==> src/rtl/display_scan_ctrl.sv <==
// Credit readout driver: sequential binary-to-BCD conversion into a display buffer,
// then 4-digit multiplexed scan with leading-zero blanking and a fixed decimal point.
module display_scan_ctrl #(
  parameter int REFRESH_DIV = 100000,
  parameter int DP_POS      = 2
) (
  input  logic        clk,
  input  logic        rst,
  input  logic [13:0] value,
  input  logic        load,
  input  logic        lzb,
  output logic        busy,
  output logic        err,
  output logic [3:0]  x,
  output logic [3:0]  AN,
  output logic        DP
);

  localparam int          RW      = (REFRESH_DIV > 2) ? $clog2(REFRESH_DIV) : 1;
  localparam logic [RW-1:0] RLAST = RW'(REFRESH_DIV - 1);
  localparam logic [1:0]  DP_IDX  = 2'(DP_POS);

  typedef enum logic [1:0] {IDLE, SHIFT, DONE} state_t;

  state_t        state, state_nx;
  logic [29:0]   sr;        // {bcd[15:0], binary[13:0]}
  logic [29:0]   sr_adj;
  logic [3:0]    cnt;
  logic [15:0]   dbuf;
  logic [RW-1:0] rcnt;
  logic [1:0]    idx;
  logic [3:0]    blank;
  logic          allz;
  logic          accept;

  assign accept = (state == IDLE) && load;

  always_ff @(posedge clk) begin
    if (rst) state <= IDLE;
    else     state <= state_nx;
  end

  always_comb begin
    state_nx = state;
    busy     = 1'b1;
    case (state)
      IDLE: begin
        busy = 1'b0;
        if (load) state_nx = SHIFT;
      end
      SHIFT:   if (cnt == 4'd13) state_nx = DONE;
      DONE:    state_nx = IDLE;
      default: state_nx = IDLE;
    endcase
  end

  always_comb begin
    sr_adj = sr;
    for (int k = 0; k < 4; k++) begin
      if (sr[14+4*k +: 4] >= 4'd5) sr_adj[14+4*k +: 4] = sr[14+4*k +: 4] + 4'd3;
    end
  end

  always_ff @(posedge clk) begin
    if (rst) begin
      sr   <= '0;
      cnt  <= '0;
      err  <= 1'b0;
      dbuf <= '0;
    end else begin
      case (state)
        IDLE: if (accept) begin
          sr  <= {16'd0, (value > 14'd9999) ? 14'd9999 : value};
          err <= (value > 14'd9999);
          cnt <= '0;
        end
        SHIFT: begin
          sr  <= {sr_adj[28:0], 1'b0};
          cnt <= cnt + 4'd1;
        end
        DONE:    dbuf <= sr[29:14];
        default: ;
      endcase
    end
  end

  always_ff @(posedge clk) begin
    if (rst) begin
      rcnt <= '0;
      idx  <= '0;
    end else if (rcnt == RLAST) begin
      rcnt <= '0;
      idx  <= idx + 2'd1;
    end else begin
      rcnt <= rcnt + 1'b1;
    end
  end

  // A digit blanks only above the decimal point and when it and all higher digits are zero.
  always_comb begin
    blank = '0;
    allz  = 1'b1;
    for (int i = 3; i >= 0; i--) begin
      allz     = allz & (dbuf[4*i +: 4] == 4'd0);
      blank[i] = lzb && (i > DP_POS) && allz;
    end
  end

  assign x  = dbuf[{idx, 2'b00} +: 4];
  assign AN = blank[idx] ? 4'b1111 : ~(4'b0001 << idx);
  assign DP = (idx == DP_IDX) ? 1'b0 : 1'b1;

endmodule

==> config.mk <==
export PLATFORM = sky130hd
export DESIGN_NAME = display_scan_ctrl
export DESIGN_NICKNAME = d
export VERILOG_FILES = /design/src/rtl/display_scan_ctrl.sv
export SDC_FILE = /design/constraint.sdc
export NUM_CORES = 1
export LEC_CHECK = 0
export CELL_PAD_IN_SITES_DETAIL_PLACEMENT = 2
export CELL_PAD_IN_SITES_GLOBAL_PLACEMENT = 2
export CORE_MARGIN = 5
export CORE_UTILIZATION = 35
export DETAILED_ROUTE_END_ITERATION = 8
export PLACE_DENSITY = 0.85
export SLEW_MARGIN = 10
export SYNTH_ARGS = -nofsm -noshare
export SYNTH_HDL_FRONTEND = slang
export SYNTH_SLANG_ARGS = --single-unit
==> constraint.sdc <==
create_clock -name clk -period 1.95 [get_ports clk]
set_clock_uncertainty 0.05 [all_clocks]
set_input_delay 0.39 -clock clk [delete_from_list [all_inputs] [get_ports clk]]
set_output_delay 0.39 -clock clk [all_outputs]
set_load 0.05 [all_outputs]
# Yosys cells after proc, flatten, opt, wreduce, memory -nomap -nowiden
# Index checks and enable logic that the tools add are counted.
[op_classes] shift=2 bitwise=1 eq_ne=8 reduce_logical=9 addsub=7 magnitude_cmp=6 muxes=17
[op_table] operator="case mux 30 bit (2 select lines)" count=1
[op_table] operator="2-to-1 mux 30 bit" count=1
[op_table] operator="2-to-1 mux 4 bit" count=5
[op_table] operator="adder 17 x 1 -> 17 bit, second input constant" count=1
[op_table] operator="equality test 17 bit, second input constant" count=1
[op_table] operator="greater-or-equal comparator 4 x 3 -> 1 bit, second input constant" count=4
[op_table] operator="indexed part select 16 x 5 -> 4 bit" count=1
[op_table] operator="> comparator 14 bit, second input constant" count=1
[op_table] operator="2-to-1 mux 14 bit" count=1
[op_table] operator="adder 4 x 2 -> 4 bit, second input constant" count=3
[op_table] operator="case mux 4 bit (2 select lines)" count=1
[op_table] operator="!= test 2 bit, second input constant" count=3
[op_table] operator="AND reduction 2 bit" count=3
[op_table] operator="adder 4 x 1 -> 4 bit, second input constant" count=1
[op_table] operator="equality test 2 bit, second input constant" count=2
[op_table] operator="equality test 4 bit, second input constant" count=1
[op_table] operator="logical NOT 4 bit" count=1
[op_table] operator="2-to-1 mux 2 bit" count=2
[op_table] operator="NOT 4 bit" count=1
[op_table] operator="case mux 2 bit (2 select lines)" count=1
[op_table] operator="left shift 1 x 2 -> 4 bit, first input constant" count=1
[op_table] operator="adder 3 x 2 -> 3 bit, second input constant" count=1
[op_table] operator="< comparator 2 x 3 -> 1 bit, second input constant" count=1
[op_table] operator="2-to-1 mux 1 bit" count=3
[op_table] operator="8 further kinds" count=9
[word_totals] regBits=72 out_inout_bits=11

# Depth between registers and ports, before layout
# Gate-level depths: netlist of run 1.
[depth] ltp_word=5 mapped_depth=6 mapped_depth_nobuf=6

# Worst setup path before layout of run 1
# Ideal clock, no wire load.
[synth_path] path_kind="in2out" startpoint="input port lzb" endpoint="output port AN[3]" setup_slack_ns=-1.060 arrival_time_ns=2.570 required_ns=1.510 n_path_buf=0 cell_stages=2 cell_sequence="or4b_2 o41ai_1"
[synth_via] elab_chain_cells=4
[synth_lines] item="start, declared" line_no="11" source="input logic lzb,"
[synth_lines] item="logical AND 1 bit" line_no="105" source="blank[i] = lzb && (i > DP_POS) && allz;"
[synth_lines] item="binary-select mux 1 bit (select 2 bit)" line_no="110" source="assign AN = blank[idx] ? 4'b1111 : ~(4'b0001 << idx);"
[synth_lines] item="2-to-1 mux 1 bit (implied by the code)" line_no="110"
[synth_lines] item="2-to-1 mux 4 bit" line_no="110"
[synth_lines] item="end, declared" line_no="15" source="output logic [3:0] AN,"
# No other way between the ends. The select of a mux whose other input is x is not followed.

# Worst setup path in the final report of run 1
[layout_path] startpoint="register dbuf[13]" endpoint="output port AN[3]"
[layout_via] elab_chain_cells=5
[layout_lines] item="start, declared" line_no="29" source="logic [15:0] dbuf;"
[layout_lines] item="start signal, assigned" line_no="81" source="DONE: dbuf <= sr[29:14];"
[layout_lines] item="logical NOT 4 bit" line_no="104" source="allz = allz & (dbuf[4*i +: 4] == 4'd0);"
[layout_lines] item="logical AND 1 bit" line_no="105"
[layout_lines] item="binary-select mux 1 bit (select 2 bit)" line_no="110"
[layout_lines] item="2-to-1 mux 1 bit (implied by the code)" line_no="110"
[layout_lines] item="2-to-1 mux 4 bit" line_no="110"
# No other way between the ends. The select of a mux whose other input is x is not followed.

==> results of run 1 <==
==> power by group <==
part / internal [mW] / switching, mW
combinational: 0.121 / 0.155
clock: 0.846 / 0.592
sequential: 1.50 / 0.0282
total: 2.47 / 0.775
==> worst paths after layout <==
check             startpoint      end  depth (start not counted)  slack (ns)
setup / recovery    dbuf[13]    AN[3]                          3       -0.17
hold / removal           rst   idx[1]                          2        0.27
setup reg to reg     rcnt[0]   idx[1]                          5        0.20
hold reg to reg      rcnt[0]  rcnt[0]                          1        0.41
==> metrics by stage <==
step | setup WS [ns] | TNS [ns] | cell area [um2]
detailed placement | -0.3221 | -3.879 | 4014
CTS | -0.1963 | -0.2705 | 4283
finish | -0.1707 | -0.1707 | 4283
global placement | -0.3173 | -1.992 | 4014
floorplan | -0.02998 | -0.02998 | 3418
global route | -0.2430 | -0.5931 | 4283
==> area by class of cell <==
type	count	area (um2)	share of cell area (%)
Clock inverter	6	107.6	2.512
Timing Repair Buffer	56	548.0	12.80
Sequential cell	72	1448	33.80
Multi-Input combinational cell	279	1810	42.27
Inverter	19	75.07	1.753
Tap cell	133	166.4	3.885
Clock buffer	10	127.6	2.980
==> sequential cells by signal, summed over array words and instances (netlist names) <==
register / count
rcnt: 17
err: 1
dbuf: 16
state: 2
sr: 30
idx: 2
cnt: 4
==> worst register-to-register path: stages, from the launching register on <==
cell and delay [ns]:
dfxtp_1 0.36, ha_1 0.25, and4_4 0.28, nand3_2 0.11, or4b_1 0.52, o31ai_1 0.08
==> per-layer routing <==
| metal | track usage (%) | share of wire (%) |
|---|---|---|
| met2 | 35.83 | 55 |
| met5 | 0 | 0 |
| met3 | 4.597 | 2.4 |
| met1 | 21.50 | 42 |
| met4 | 5.410 | 1.0 |
==> cell usage in the layout (no fill, tap or decap), types with 3 or more instances in the layout <==
cell,n
a21oi_1,44
mux2i_1,4
nor2_1,35
clkbuf_8,9
o21ai_0,7
xor2_1,7
nand2_1,44
nand3_1,20
clkdlybuf4s50_1,15
inv_1,18
dfxtp_1,69
nand4_1,6
a221oi_1,7
nor3_1,12
xnor2_1,15
or3_1,3
buf_4,28
buf_6,4
buf_12,6
a41o_1,4
nor2b_1,3
a22o_1,8
a211oi_1,6
ha_1,15
nand2b_1,6
nor4_1,6
bufinv_16,3
mux4_2,4
==> cell families after synthesis <==
| family | count (synthesis) |
|---|---|
| AO/OA/AOI/OAI | 86 |
| XOR/XNOR | 22 |
| adder cells (fa/ha/maj) | 15 |
| buffers and inverters | 40 |
| flip-flops | 72 |
| multiplexers | 9 |
| AND/OR/NAND/NOR | 147 |
==> timing repair <==
action                     in CTS  in global routing
setup endpoints to repair      10                  7
pin swaps                       2                  0
hold buffers                    0                  0
hold endpoints to repair        0                  0
buffers inserted                2                  0
gates resized for setup        10                  0
==> impl_metrics.yaml, run 1 <==
clock_network:
  cts_buffers: 9
  htree_levels: 3
  cts.clk_slew.worst_paths_ns: 0.08
  clock_path_buffers: 2
  cts_tree: "yes"
  cts-root-buf: "clkbuf_8"
  clock_latency_ns: 0.36
  cts.sinks: 72
synthesis:
  synth_area_um2: 3392
  netlist.area_leader.share_pct: 42.49
  seq_area_frac_synth_pct: 42.49
  synth-compound-area-share_pct: 16.27
  dominantRegCellSynth: "dfxtp_1"
  synth.most_common_cell: "dfxtp_1"
  synth-adder-area-share_pct: 5.533
  ys_top_cells_by_area: "dfxtp_1 42%, a21oi_1 6.5%, ha_1 5.5%"
  yosys.area.top_type: "dfxtp_1"
  synth_mux_area_share_pct: 4.168
  ys_warn_count: 0
  syn_area_per_cell_um2: 8.675
  netlist_top_cells_count: "72 x dfxtp_1, 44 x a21oi_1, 44 x nand2_1, 35 x nor2_1, 20 x nand3_1"
  synth_cell_types: 47
  synth-simple-area-share_pct: 21.06
  synth_top_family_by_area: "simple AND/OR/NAND/NOR gates"
  synth_edf_count: 0
  syn-num-nets: 424
  synth-xor-area-share_pct: 5.681
  synthCells: 391
  ys_ff_latch: 72
  synth-async-reset-ratio_pct: 0
placed_design:
  gp_congestion: 0.7614
  dp_hpwl_mm: 7.340
  io_buffers: 28
  placed_cells: 557
floorplan:
  die_area_um2: 11760
  start_util_pct: 35.35
  die_y_um: 108.4
  core_um2: 9594
  pin_count: 29
  die_width_um: 108.4
  row_count: 36
power_and_ir_drop:
  p_total_mw: 3.241
  power_leakage_nw: 1.598
  ir_drop_mv: 0.3196
  p_per_area_nw_per_um2: 756.7
cells_and_area:
  nFillCells: 1073
  layout-drive-gt1-share_pct: 16.29
  nets: 470
  final_cell_count_no_fill: 575
  antenna_cells: 0
  synthToLayoutAreaGrowth_pct: 26.26
  final_util_pct: 44.64
timing:
  setup_violations: 1
  finalHoldWorstSlack_ns: 0.2695
  grt_setup_unrepaired: "yes"
  fin_ws_ns: -0.1707
  worstMarginPinSlew_ns: 0.5072
  drv_slew: 0
  min_period_over_period_pct: 108.8
  period_minus_slack_ns: 2.121
  max_freq_mhz: 471.5
  slew_headroom_pct: 66.17
  finalHoldViolCount: 0
setup_path:
  worstSetupStartpointType: "register"
  path_class: "register to output port"
  crit_fanout: 2
  cp-end-kind: "output port"
  worstPathCellList: "or4b_4, o41ai_4, buf_12"
  cp_num_buf_inv: 1
  required_ns: 1.51
  cpLargestDelayFamily: "simple AND/OR/NAND/NOR gates"
  cp_slowest_cell: "or4b_4"
  cpPeakStageDelay_ns: 0.54
  worstPathArrival_ns: 1.68
job:
  drv_cap: 0
run_status:
  outcome: "complete, but fails checks"
  violations: "setup timing"
detailed_routing:
  vias: 3040
  first_pass_iters: 4
  drt_iter0_drc: 79
  drc_errors: 0
  detail-route-antenna-nets: 0
  via_per_inst: 5.287
  wl_per_cell_um: 17.84
  routed_wl_mm: 10.26
grt:
  grt_usage_pct: 19.19
  grt_pass1_vias: 3411
  antenna_found_initial: 0
  overflow: 0
  grt_max_degree: 29
  grt_first_pass_wirelength_mm: 17.36
hold_path:
  min_path_type: "primary input to register"
Note: power is estimated with default switching activity, not from simulation.
==> inputs of run 2 (changes only) <==
- CORE_MARGIN: 5 -> not set
- CTS_BUF_LIST: not set -> sky130_fd_sc_hd__clkbuf_16
- PLACE_DENSITY: 0.85 -> not set
- PLACE_DENSITY_LB_ADDON: not set -> 0.1
==> run 2 against run 1 <==
Compared with the run above:
- the flow still finishes with violations (setup timing)
- combinational power barely moved
- via count shrank 0.72%
- critical path depth unchanged
- clock-buffer cell count fell by 1
==> impl_metrics.yaml, run 2 (synthesized netlist as in run 1, its figures left out) <==
setup_path:
  r2r-end: "idx[1]"
  r2r-start: "rcnt[0]"
  worstSetupStartpointType: "register"
  worstPathArrival_ns: 1.65
  path_class: "register to output port"
  cp-end-kind: "output port"
  required_ns: 1.51
  rr_worst_depth: 5
  crit_fanout: 2
  r2r_slack_ns: 0.22
clock_network:
  cts_tree: "yes"
  clock_latency_ns: 0.33
  cts.clk_slew.worst_paths_ns: 0.06
  cts.sinks: 72
  cts-root-buf: "clkbuf_16"
  htree_levels: 3
  clock_path_buffers: 2
  cts_buffers: 9
floorplan:
  die_width_um: 100.4
  start_util_pct: 36.36
  core_um2: 9328
  die_area_um2: 10090
  pin_count: 29
  die_y_um: 100.4
  row_count: 35
power_and_ir_drop:
  power_switching_mw: 0.8401
  p_per_area_nw_per_um2: 826.0
  switching_share_pct: 23.44
  ir_drop_mv: 0.4611
  p_total_mw: 3.584
  clockPowerShare_pct: 49.7
  power_leakage_nw: 1.618
  pwr-share-seq_pct: 42.6
  combPwrFrac_pct: 7.7
  p_int_mw: 2.744
detailed_routing:
  wl_per_cell_um: 16.87
  top_layer: "met4"
  detail-route-antenna-nets: 0
  first_pass_iters: 6
  drc_errors: 0
  drt_iter0_drc: 46
  drt-met1-wl_mm: 4.147
  routed_wl_mm: 9.597
  vias: 3018
  via_per_inst: 5.304
  dr_wl_met2_mm: 5.129
  routed-wl-met3_um: 189
cells_and_area:
  nFillCells: 1030
  regArea_um2: 1448
  layout-drive-gt1-share_pct: 15.91
  final_common_cell: "dfxtp_1"
  multi_input_area_um2: 1810
  final_cell_mix: "69 x dfxtp_1, 44 x a21oi_1, 44 x nand2_1"
  nets: 468
  largest_reg_flops: 30
  final_util_pct: 46.52
  antenna_cells: 0
  regMostFlops: "sr"
  reg.largest.list: "sr: 30 flops, rcnt: 17 flops, dbuf: 16 flops"
  synthToLayoutAreaGrowth_pct: 27.92
job:
  drv_cap: 0
timing:
  worstMarginPinSlew_ns: 0.6003
  setup_violations: 1
  finalHoldWorstSlack_ns: 0.4093
  tns_ns: -0.1443
  grt_setup_unrepaired: "yes"
  fin_ws_ns: -0.1443
  max_freq_mhz: 477.5
  drv_slew: 0
  slew_headroom_pct: 59.96
  finalHoldViolCount: 0
  period_minus_slack_ns: 2.094
  min_period_over_period_pct: 107.4
run_status:
  outcome: "complete, but fails checks"
  violations: "setup timing"
grt:
  grt_first_pass_wirelength_mm: 16.35
  overflow: 0
  grt_max_degree: 21
  grt_pass1_vias: 3359
  antenna_found_initial: 0
  grt_usage_pct: 20.88
hold_path:
  min_path_type: "register to register"
  min_path_cells: 2
  hold_path_end: "dbuf[4]"
  holdCritStartpoint: "dbuf[4]"
placed_design:
  pre_cts_ws_ns: -0.3596
  gp_congestion: 0.7218
  io_buffers: 28
  dp_hpwl_mm: 6.577
==> run 2: changes by cell type in the layout (fill, tap and decap cells not counted) <==
| cell | before | now |
|---|---|---|
| dlygate4sd2_1 | 2 | 1 |
| clkbuf_16 | 0 | 9 |
| clkbuf_8 | 9 | 0 |
| bufinv_16 | 3 | 2 |
| inv_6 | 0 | 1 |
| clkinv_4 | 0 | 1 |
| inv_1 | 18 | 19 |
| clkinv_2 | 2 | 0 |
| buf_6 | 4 | 1 |
| buf_4 | 28 | 29 |
| clkdlybuf4s50_1 | 15 | 16 |
| clkbuf_1 | 1 | 0 |
| clkinvlp_4 | 2 | 3 |
==> run 2: through the flow <==
stage                     instance area [um2]  cells
final                                    4339    569
after global routing                     4339    569
after CTS                                4335    569
after detailed placement                 4001    552
after global placement                   4001    552
after floorplan                          3418    391
==> run 2: cell type report <==
class | instances | area share, %
Inverter | 19 | 1.730
Clock buffer | 9 | 5.190
Multi-Input combinational cell | 279 | 41.72
Clock inverter | 7 | 2.220
Sequential cell | 72 | 33.36
Tap cell | 129 | 3.720
Timing Repair Buffer | 54 | 12.05
==> run 2: worst max-delay path: stages (launching register included) <==
cell and delay, ns:
dfxtp_2 0.32, or4b_4 0.54, o41ai_4 0.27, buf_12 0.18
==> run 2: routing by layer <==
layer	vias to the layer above	GRT usage [%]
li1	1471	-
met5	-	0
met1	1503	23.31
met4	0	6.355
met2	31	39.99
met3	13	3.621
==> run 2: worst max path at each step <==
stage                        start     to  slack (ns)  depth (start not counted)
after floorplan                lzb  AN[3]       -0.03                          2
after global placement         lzb  AN[3]       -0.32                          4
after detailed placement       lzb  AN[3]       -0.36                          4
after CTS                 dbuf[12]  AN[3]       -0.15                          3
after global routing      dbuf[12]  AN[3]       -0.18                          3
final                     dbuf[12]  AN[3]       -0.14                          3
==> run 2: what timing repair did <==
action,4_1_cts,5_1_grt
buffers inserted,1,0
resized for setup,5,1
hold buffers,0,0
endpoints found under the setup margin,8,4
pin swaps,1,0
==> run 2: power groups by stage <==
stage	clock (mW)	sequential, mW	combinational [mW]
2_1_floorplan	0	1.56	0.143
3_3_place_gp	0	1.56	0.268
3_5_place_dp	0	1.56	0.279
4_1_cts	1.82	1.53	0.280
5_1_grt	1.89	1.53	0.304
6_report	1.78	1.53	0.274
